## config.mk

```make
export PLATFORM = sky130hd
export DESIGN_NAME = aes_block_packer
export DESIGN_NICKNAME = d
export VERILOG_FILES = /design/src/rtl/aes_pkg.sv /design/src/rtl/pkcs7_pad.sv /design/src/rtl/aes_block_packer.sv
export SDC_FILE = /design/constraint.sdc
export NUM_CORES = 1
export LEC_CHECK = 0
export ABC_AREA = 1
export BUFFER_PORTS_ARGS = -buffer_cell sky130_fd_sc_hd__buf_2
export CORE_MARGIN = 3
export CORE_UTILIZATION = 35
export CTS_BUF_LIST = sky130_fd_sc_hd__clkbuf_16
export DETAILED_ROUTE_END_ITERATION = 6
export GPL_ROUTABILITY_DRIVEN = 0
export GPL_TIMING_DRIVEN = 0
export SLEW_MARGIN = 20
export SYNTH_ARGS = -nofsm -noshare
export SYNTH_HDL_FRONTEND = slang
export SYNTH_SLANG_ARGS = --single-unit
```

## constraint.sdc

```tcl
create_clock -name clk -period 4.7 [get_ports clk]
set_clock_uncertainty 0.15 [all_clocks]
set_input_delay 0.705 -clock clk [delete_from_list [all_inputs] [get_ports clk]]
set_output_delay 0.705 -clock clk [all_outputs]
set_load 0.02 [all_outputs]
```

## src/rtl/aes_pkg.sv

```systemverilog
// Shared AES definitions: block geometry, packer FSM states and block type.
package aes_pkg;

  localparam int AES_BLK_W     = 128;
  localparam int AES_BLK_BYTES = 16;

  // Byte value of a whole padding block (16 bytes of PKCS#7 pad).
  localparam logic [7:0] PAD_FULL_BYTE = 8'h10;

  typedef enum logic [0:0] {FILL, PAD} packer_state_t;

  typedef logic [AES_BLK_W-1:0] aes_block_t;

endpackage

```

## src/rtl/pkcs7_pad.sv

```systemverilog
// Combinational block padder: keeps the first i_bytes bytes (MSB first) and
// overwrites the rest with the pad byte (16-i_bytes with AES_PACKER_PKCS7_EN, else 0x00).
module pkcs7_pad
  import aes_pkg::*;
(
  input  aes_block_t  i_blk,
  input  logic [4:0]  i_bytes,
  output aes_block_t  o_blk
);

  logic [7:0] w_pad;

`ifdef AES_PACKER_PKCS7_EN
  assign w_pad = 8'(AES_BLK_BYTES) - {3'b000, i_bytes};
`else
  assign w_pad = 8'h00;
`endif

  always_comb begin
    // NOTE: assign the whole output before the loop so no bit is left unassigned (no latch).
    o_blk = i_blk;
    for (int j = 0; j < AES_BLK_BYTES; j++) begin
      if (j >= int'(i_bytes)) o_blk[AES_BLK_W-1-8*j -: 8] = w_pad;
    end
  end

endmodule

```

## src/rtl/aes_block_packer.sv

```systemverilog
// Packs a WORD_W-bit message stream into padded 128-bit AES plaintext blocks.
// Optional macro AES_PACKER_PKCS7_EN selects PKCS#7 padding (else zero padding).
module aes_block_packer
  import aes_pkg::*;
#(
  parameter int WORD_W = 32
) (
  input  logic                clk,
  input  logic                rst_n,
  input  logic [WORD_W-1:0]   s_data,
  input  logic [WORD_W/8-1:0] s_keep,
  input  logic                s_last,
  input  logic                s_valid,
  output logic                s_ready,
  output aes_block_t          blk_data,
  output logic                blk_valid,
  input  logic                blk_full,
  output logic                blk_last,
  output logic [15:0]         blk_count
);

  localparam int WORDS  = AES_BLK_W / WORD_W;
  localparam int CNT_W  = $clog2(WORDS);
  localparam int KEEP_W = WORD_W / 8;

  packer_state_t    r_state, w_state_nxt;
  logic [CNT_W-1:0] r_word_cnt;
  aes_block_t       r_asm;
  aes_block_t       r_blk_data;
  logic             r_blk_valid;
  logic             r_blk_last;
  logic [15:0]      r_blk_count;

  logic             w_slot_free;
  logic             w_accept;
  logic             w_xfer;
  logic             w_word_last;
  logic [4:0]       w_bytes;
  aes_block_t       w_merged;
  aes_block_t       w_padded;
  logic             w_load;
  logic             w_load_last;
  aes_block_t       w_load_data;

  assign w_slot_free = ~r_blk_valid | ~blk_full;
  // Gated by rst_n so the upstream sees no ready while reset is asserted.
  assign s_ready     = rst_n & (r_state == FILL) & w_slot_free;
  assign w_accept    = s_valid & s_ready;
  assign w_xfer      = r_blk_valid & ~blk_full;
  assign w_word_last = (r_word_cnt == CNT_W'(WORDS - 1));

  // Bytes of message in the block being completed; a non-final word is always full.
  assign w_bytes = s_last ? 5'(r_word_cnt) * 5'(KEEP_W) + 5'($countones(s_keep))
                          : 5'(AES_BLK_BYTES);

  always_comb begin
    w_merged = r_asm;
    w_merged[AES_BLK_W-1-int'(r_word_cnt)*WORD_W -: WORD_W] = s_data;
  end

  pkcs7_pad u_pad (
    .i_blk   (w_merged),
    .i_bytes (w_bytes),
    .o_blk   (w_padded)
  );

  always_ff @(posedge clk or negedge rst_n) begin
    if (!rst_n) r_state <= FILL;
    else        r_state <= w_state_nxt;
  end

  always_comb begin
    w_state_nxt = r_state;
    w_load      = 1'b0;
    w_load_last = 1'b0;
    w_load_data = w_padded;
    case (r_state)
      FILL: begin
        if (w_accept && (w_word_last || s_last)) begin
          w_load = 1'b1;
`ifdef AES_PACKER_PKCS7_EN
          // A full final block is not the last one: a whole pad block follows.
          w_load_last = s_last & (w_bytes != 5'(AES_BLK_BYTES));
          if (s_last && (w_bytes == 5'(AES_BLK_BYTES))) w_state_nxt = PAD;
`else
          w_load_last = s_last;
`endif
        end
      end
      PAD: begin
        if (w_slot_free) begin
          w_load      = 1'b1;
          w_load_last = 1'b1;
          w_load_data = {AES_BLK_BYTES{PAD_FULL_BYTE}};
          w_state_nxt = FILL;
        end
      end
      default: w_state_nxt = FILL;
    endcase
  end

  always_ff @(posedge clk or negedge rst_n) begin
    // NOTE: the assembly buffer is reset too, so a reset mid-block leaves no stale bytes.
    if (!rst_n) begin
      r_word_cnt  <= '0;
      r_asm       <= '0;
      r_blk_data  <= '0;
      r_blk_valid <= 1'b0;
      r_blk_last  <= 1'b0;
      r_blk_count <= '0;
    end else begin
      // NOTE: non-blocking assignments keep every register update based on pre-edge values.
      if (w_accept) begin
        r_asm      <= w_merged;
        r_word_cnt <= w_load ? '0 : r_word_cnt + 1'b1;
      end
      if (w_load) begin
        r_blk_data  <= w_load_data;
        r_blk_valid <= 1'b1;
        r_blk_last  <= w_load_last;
      end else if (w_xfer) begin
        r_blk_valid <= 1'b0;
      end
      if (w_xfer) r_blk_count <= r_blk_count + 16'd1;
    end
  end

  assign blk_data  = r_blk_data;
  assign blk_valid = r_blk_valid;
  assign blk_last  = r_blk_last;
  assign blk_count = r_blk_count;

endmodule

```

## Word level (Yosys, flattened, before mapping)

Index checks and enable logic that the tools add are counted.

- Register bits after elaboration: 277
- Input port bits: 41
- Output and inout bits: 147
- Logic and storage cells: 75

- Add/subtract/negate cells: 8
- $lt $le $gt $ge: 16
- Eq/ne operators: 1
- Shift-type cells: 2
- Mux-type cells: 30
- Bitwise operators: 8
- Reductions and logical operators: 3

Operator list:

| kind | number |
|---|---|
| $mux W128 | 2 |
| $shift A32 B33 Y159 const A | 1 |
| $shiftx A32 B33 Y159 | 1 |
| $bwmux W128 | 1 |
| $mux W8 | 16 |
| $ge A4 B5 Y1 const A | 8 |
| $neg A8 Y33 | 1 |
| $ge A3 B5 Y1 const A | 4 |
| $add A16 B1 Y16 const B | 1 |
| $ge A1 B5 Y1 const A | 2 |
| $ge A2 B5 Y1 const A | 2 |
| $sub A7 B7 Y8 const A | 1 |
| $mux W1 | 7 |
| $add A4 B3 Y5 | 1 |
| $mux W5 | 1 |
| $add A1 B1 Y2 | 2 |
| $and A1 B1 Y1 | 4 |
| $pmux W1 S2 | 2 |
| $add A2 B2 Y3 | 1 |
| $not A1 Y1 | 3 |
| $add A2 B1 Y2 const B | 1 |
| $eq A2 B2 Y1 const B | 1 |
| $mux W2 | 1 |
| $reduce_bool A2 Y1 | 1 |
| other kinds (3) | 3 |

## Longest topological paths before layout

- Depth in word-level cells: 8
- Mapped depth: 12
- Mapped depth without buffers: 11

## By module

A second synthesis with hierarchy kept.

- Cells, all modules: 1786
- Area total of the unflattened synthesis: 14034.7 µm²

By module, submodules not included:

| module | instances | cells an instance | area an instance (µm²) | seq. area each (µm²) |
|---|---|---|---|---|
| aes_block_packer | 1 | 1493 | 12822.3 | 6931.6 |
| pkcs7_pad | 1 | 293 | 1212.4 | 0.0 |

## Least setup slack after synthesis

Ideal clock, no wire load.

- Kind: input -> register
- Start: input port s_keep[0]
- End: register r_blk_data[112], in the netlist blk_data[112]
- Library setup time: 119 ps
- Arrival: 2447 ps
- Required time: 4431 ps
- Setup slack: 1983 ps
- Stages: 8
- Buffers on the path: 1
- Cell sequence: fa_1 ha_1 ha_1 a21oi_4 buf_4 nand4_1 nand3_1 nand2_1

- Cells in the longest elaborated chain, start to end: 8

Ends and longest elaborated chain:

| element | line | RTL |
|---|---|---|
| start: declaration | aes_block_packer.sv:11 | `input logic [WORD_W/8-1:0] s_keep,` |
| $add A1 B1 Y2 (implied by the code) (*) | aes_block_packer.sv:53 | `assign w_bytes = s_last ? 5'(r_word_cnt) * 5'(KEEP_W) + 5'($countones(s_keep))` |
| $add A2 B2 Y3 (implied by the code) (*) | aes_block_packer.sv:53 |  |
| $add A4 B3 Y5 (*) | aes_block_packer.sv:53 |  |
| $mux W5 (*) | aes_block_packer.sv:53 |  |
| $ge A1 B5 Y1 (*) | pkcs7_pad.sv:23 | `if (j >= int'(i_bytes)) o_blk[AES_BLK_W-1-8*j -: 8] = w_pad;` |
| $mux W8 (*) | pkcs7_pad.sv:23 |  |
| $mux W128 | aes_block_packer.sv:91 | `if (w_slot_free) begin` |
| $mux W128 (*) | aes_block_packer.sv:77 | `case (r_state)` |
| end signal: assignment | aes_block_packer.sv:118 | `r_blk_data <= w_load_data;` |
| end: declaration | aes_block_packer.sv:29 | `aes_block_t r_blk_data;` |

Mark *: on every way between the ends. The rest lies on a longest branch, timed or not.
A chain may end at the register's enable or synchronous reset.

## Worst setup path after layout

- Start: input port rst_n
- End: register r_blk_data[121], in the netlist blk_data[121]

- Cells in the longest elaborated chain, start to end: 6

Ends and longest elaborated chain:

| element | line | RTL |
|---|---|---|
| start: declaration | aes_block_packer.sv:9 | `input logic rst_n,` |
| $and A1 B1 Y1 (2 in series) | aes_block_packer.sv:47 | `assign s_ready = rst_n & (r_state == FILL) & w_slot_free;` |
| $and A1 B1 Y1 | aes_block_packer.sv:48 | `assign w_accept = s_valid & s_ready;` |
| $logic_and A1 B1 Y1 | aes_block_packer.sv:79 | `if (w_accept && (w_word_last \|\| s_last)) begin` |
| $mux W1 | aes_block_packer.sv:79 |  |
| $pmux W1 S2 | aes_block_packer.sv:77 |  |

Every way passes these cells.

==> summary.md <==
| Metric | Value |
|---|---|
| DRC viols | 0 |
| Pre-CTS WS | 1.17 ns |
| Port bufs | 187 |
| Layout overhead on the synthesized area | 20.8% |
| Largest net degree at the start of global routing | 97 |
| Int Pwr | 5.48 mW |
| Seq pwr share | 0.391 |
| Switch share | 0.386 |
| Final setup viols | 0 |
| Post-Syn Area | 0.0125 sq mm |
| Post-Syn Instances | 1499 |
| 1st-iter DRT viols | 1128 |
| Top FF cell, synth | dfrtp_1 |
| # IOs | 188 |
| Vias in the first global route | 11100 |
| Final Cycle Share | 0.739 |
| Routed wl met2 | 19000 um |
| Status | finished, final reports clean |
| Worst Path Required | 4.99 ns |
| Max Clock Freq | 0.288 GHz |
| Detail Placement HPWL | 31900 um |
| Avg Cell Area, Syn | 8.33 sq um |
| Most frequent cells in the layout | 469 x nand2_1, 277 x dfrtp_1, 224 x buf_2 |
| Number of enable flip-flop cells after synthesis | 0 |
| Nets | 1772 |
| Number of synthesized register bits | 277 |
| Relative slew slack | 0.499 |
| Sink Count | 277 |
| CP endpoint kind | flip-flop |
| Met3 wire length | 3350 um |
| Synth cell types | 35 |
| Via density | 5.19 |
| Setup crit start kind | primary input |
| Final design utilization | 0.433 |
| Row count | 68 |
| Total Wirelength | 42600 um |
| Post-synthesis sequential area ratio | 0.555 |
| CTS tree | yes |
| Leak | 7.54 nW |
| Final hold vios | 0 |
| Logic pwr share | 0.341 |
| Cells after DPL | 2144 |
| Vias | 11400 |
| CTS resizes | 0 |
| Cts hold-fix bufs | 1 |
| Post CTS Setup Buffer Count | 0 |
| Pwr Density | 591 mW/mm^2 |
| Total chip power | 8.93 mW |
| Clock latency on the worst-skew pair | 0.56 ns |
| Ys Warns | 0 |
| Root Driver | clkbuf_16 |
| Die X | 195 um |
| Die area | 0.0380 sq mm |
| First-pass GRT wire length | 65700 um |
| Core Region | 0.0349 sq mm |
| Slew @ Worst Pin | 0.751 ns |
| Min cycle time layout | 3.47 ns |
| Pre-antenna DRT Iters | 6 |
| Clk pwr share | 0.268 |
| Num CTS Buffers | 31 |
| Drt wl/cell | 19.4 um |
| RSZ-0062 raised after global routing | no |
| Initial Util | 0.358 |
| Antenna-violating nets left | 0 |
| Max Cap Viol | 0 |
| Maximum fanout along the worst path | 96 |
| Syn Nets | 1548 |
| Crit Path Class | in -> reg |
| Net switching power | 3.45 mW |
| Clk buf depth | 3 |
| Post-synth ARST share | 1.00 |
| CTS clk-pin slew, worst paths | 0.06 ns |
| Peak VDD IR | 0.310 mV |
| Die height | 195 um |
| Max-slew violations | 0 |
| Share of cells above drive strength 1 | 0.168 |
| Worst Setup Slack, final | 1.23 ns |
| Max layer used | met4 |
| M1 WL | 18500 um |
| Initial antenna violation count | 3 |
| H-tree Lvls | 1 |
| Worst path arrival time | 3.76 ns |
| Worst Hold Class | reg -> reg |
| Final std cells w/o fill | 2203 |
| Total Routing Usage GR | 0.219 |
| Commonest non-fill, non-tap cell in the layout | nand2_1 |
| Final global-route overflow total | 0 |
## cell usage after synthesis (2+ instances only)
cell type / instances / area (sq um)
a21oi_1: 33 / 165
nand3_1: 64 / 320
dfrtp_1: 277 / 6930
inv_1: 128 / 480
buf_1: 5 / 18.8
nand2_1: 469 / 1760
nand4_1: 22 / 138
o21ai_1: 11 / 55.1
xor2_1: 8 / 70.1
clkinv_1: 2 / 7.51
nand3_2: 2 / 20.0
xnor2_1: 5 / 43.8
inv_2: 6 / 22.5
o21ai_0: 172 / 861
buf_4: 3 / 22.5
a22oi_1: 14 / 105
clkbuf_1: 41 / 154
buf_2: 38 / 190
nor2_1: 85 / 319
o22ai_1: 88 / 551
nand2_2: 4 / 25.0
nor3_1: 3 / 15.0
ha_1: 7 / 87.6
## critical path: stages
cell and delay [ns]:
dlygate4sd3_1 0.56, buf_8 0.35, buf_16 0.41, inv_1 0.08
nor2_1 0.19, nand4_2 0.15, nand2_2 0.27, inv_2 0.22
buf_2 0.30, buf_2 0.28, nand2_1 0.09, nand2_1 0.06
## area by class of cell
cell class | instances | area (sq um)
inverter | 136 | 510
fill | 3571 | 19800
sequential | 277 | 6930
antenna | 3 | 7.51
timing repair buffer | 191 | 1040
buffer | 89 | 402
clock inverter | 24 | 211
tap | 455 | 569
multi-input combinational | 997 | 4650
clock buffer | 31 | 776
## cells by family (layout without fill, tap and decap cells)
group	after synthesis	after routing	share of synthesized area
buf+inv	225	471	0.0730
flops	277	277	0.555
simple gates	654	654	0.212
xor+xnor	13	13	0.00911
compound gates	322	322	0.142
other cells	0	3	0
fa+ha+maj	8	8	0.00861
## power groups by stage
stage	registers [mW]	logic, mW	clock network (mW)
after global placement	3.51	2.94	0
after detailed placement	3.53	3.01	0
final	3.50	3.04	2.39
after CTS	3.50	3.03	2.43
after global routing	3.58	3.36	2.54
after floorplan	3.89	1.56	0
## layer usage
metal,up-vias,GRT usage
li1,5330,-
met1,5502,0.312
met3,95,0.0321
met5,-,0
met4,0,0.0840
met2,507,0.337
## path summary, 6_finish.rpt
check,cells after the start,slack (ns),from,to
worst max-delay path,12,1.23,rst_n,blk_data[121]
worst min-delay path,2,0.32,blk_data[23],blk_data[23]
max in group asynchronous,4,2.82,rst_n,blk_data[121]
worst max register to register,12,1.64,r_word_cnt[0],blk_data[46]
min in group asynchronous,2,0.50,rst_n,blk_data[71]
worst min register to register,2,0.32,blk_data[23],blk_data[23]
## state kept, by name, summed over array words and instances (netlist names)
register and count:
blk_last 1, blk_count 16, r_word_cnt 2, blk_valid 1
r_state 1, r_asm 128, blk_data 128
## metrics by stage
step / TNS [ns] / hold slack (ns) / cell area (sq um)
6_report: 0 / 0.324 / 15100
5_1_grt: 0 / 0.345 / 15100
2_1_floorplan: 0 / 0.259 / 12500
3_3_place_gp: -1383.48 / 0.312 / 14000
4_1_cts: 0 / 0.330 / 15100
3_5_place_dp: 0 / 0.311 / 14100
Power figures use the tool's default switching activity.
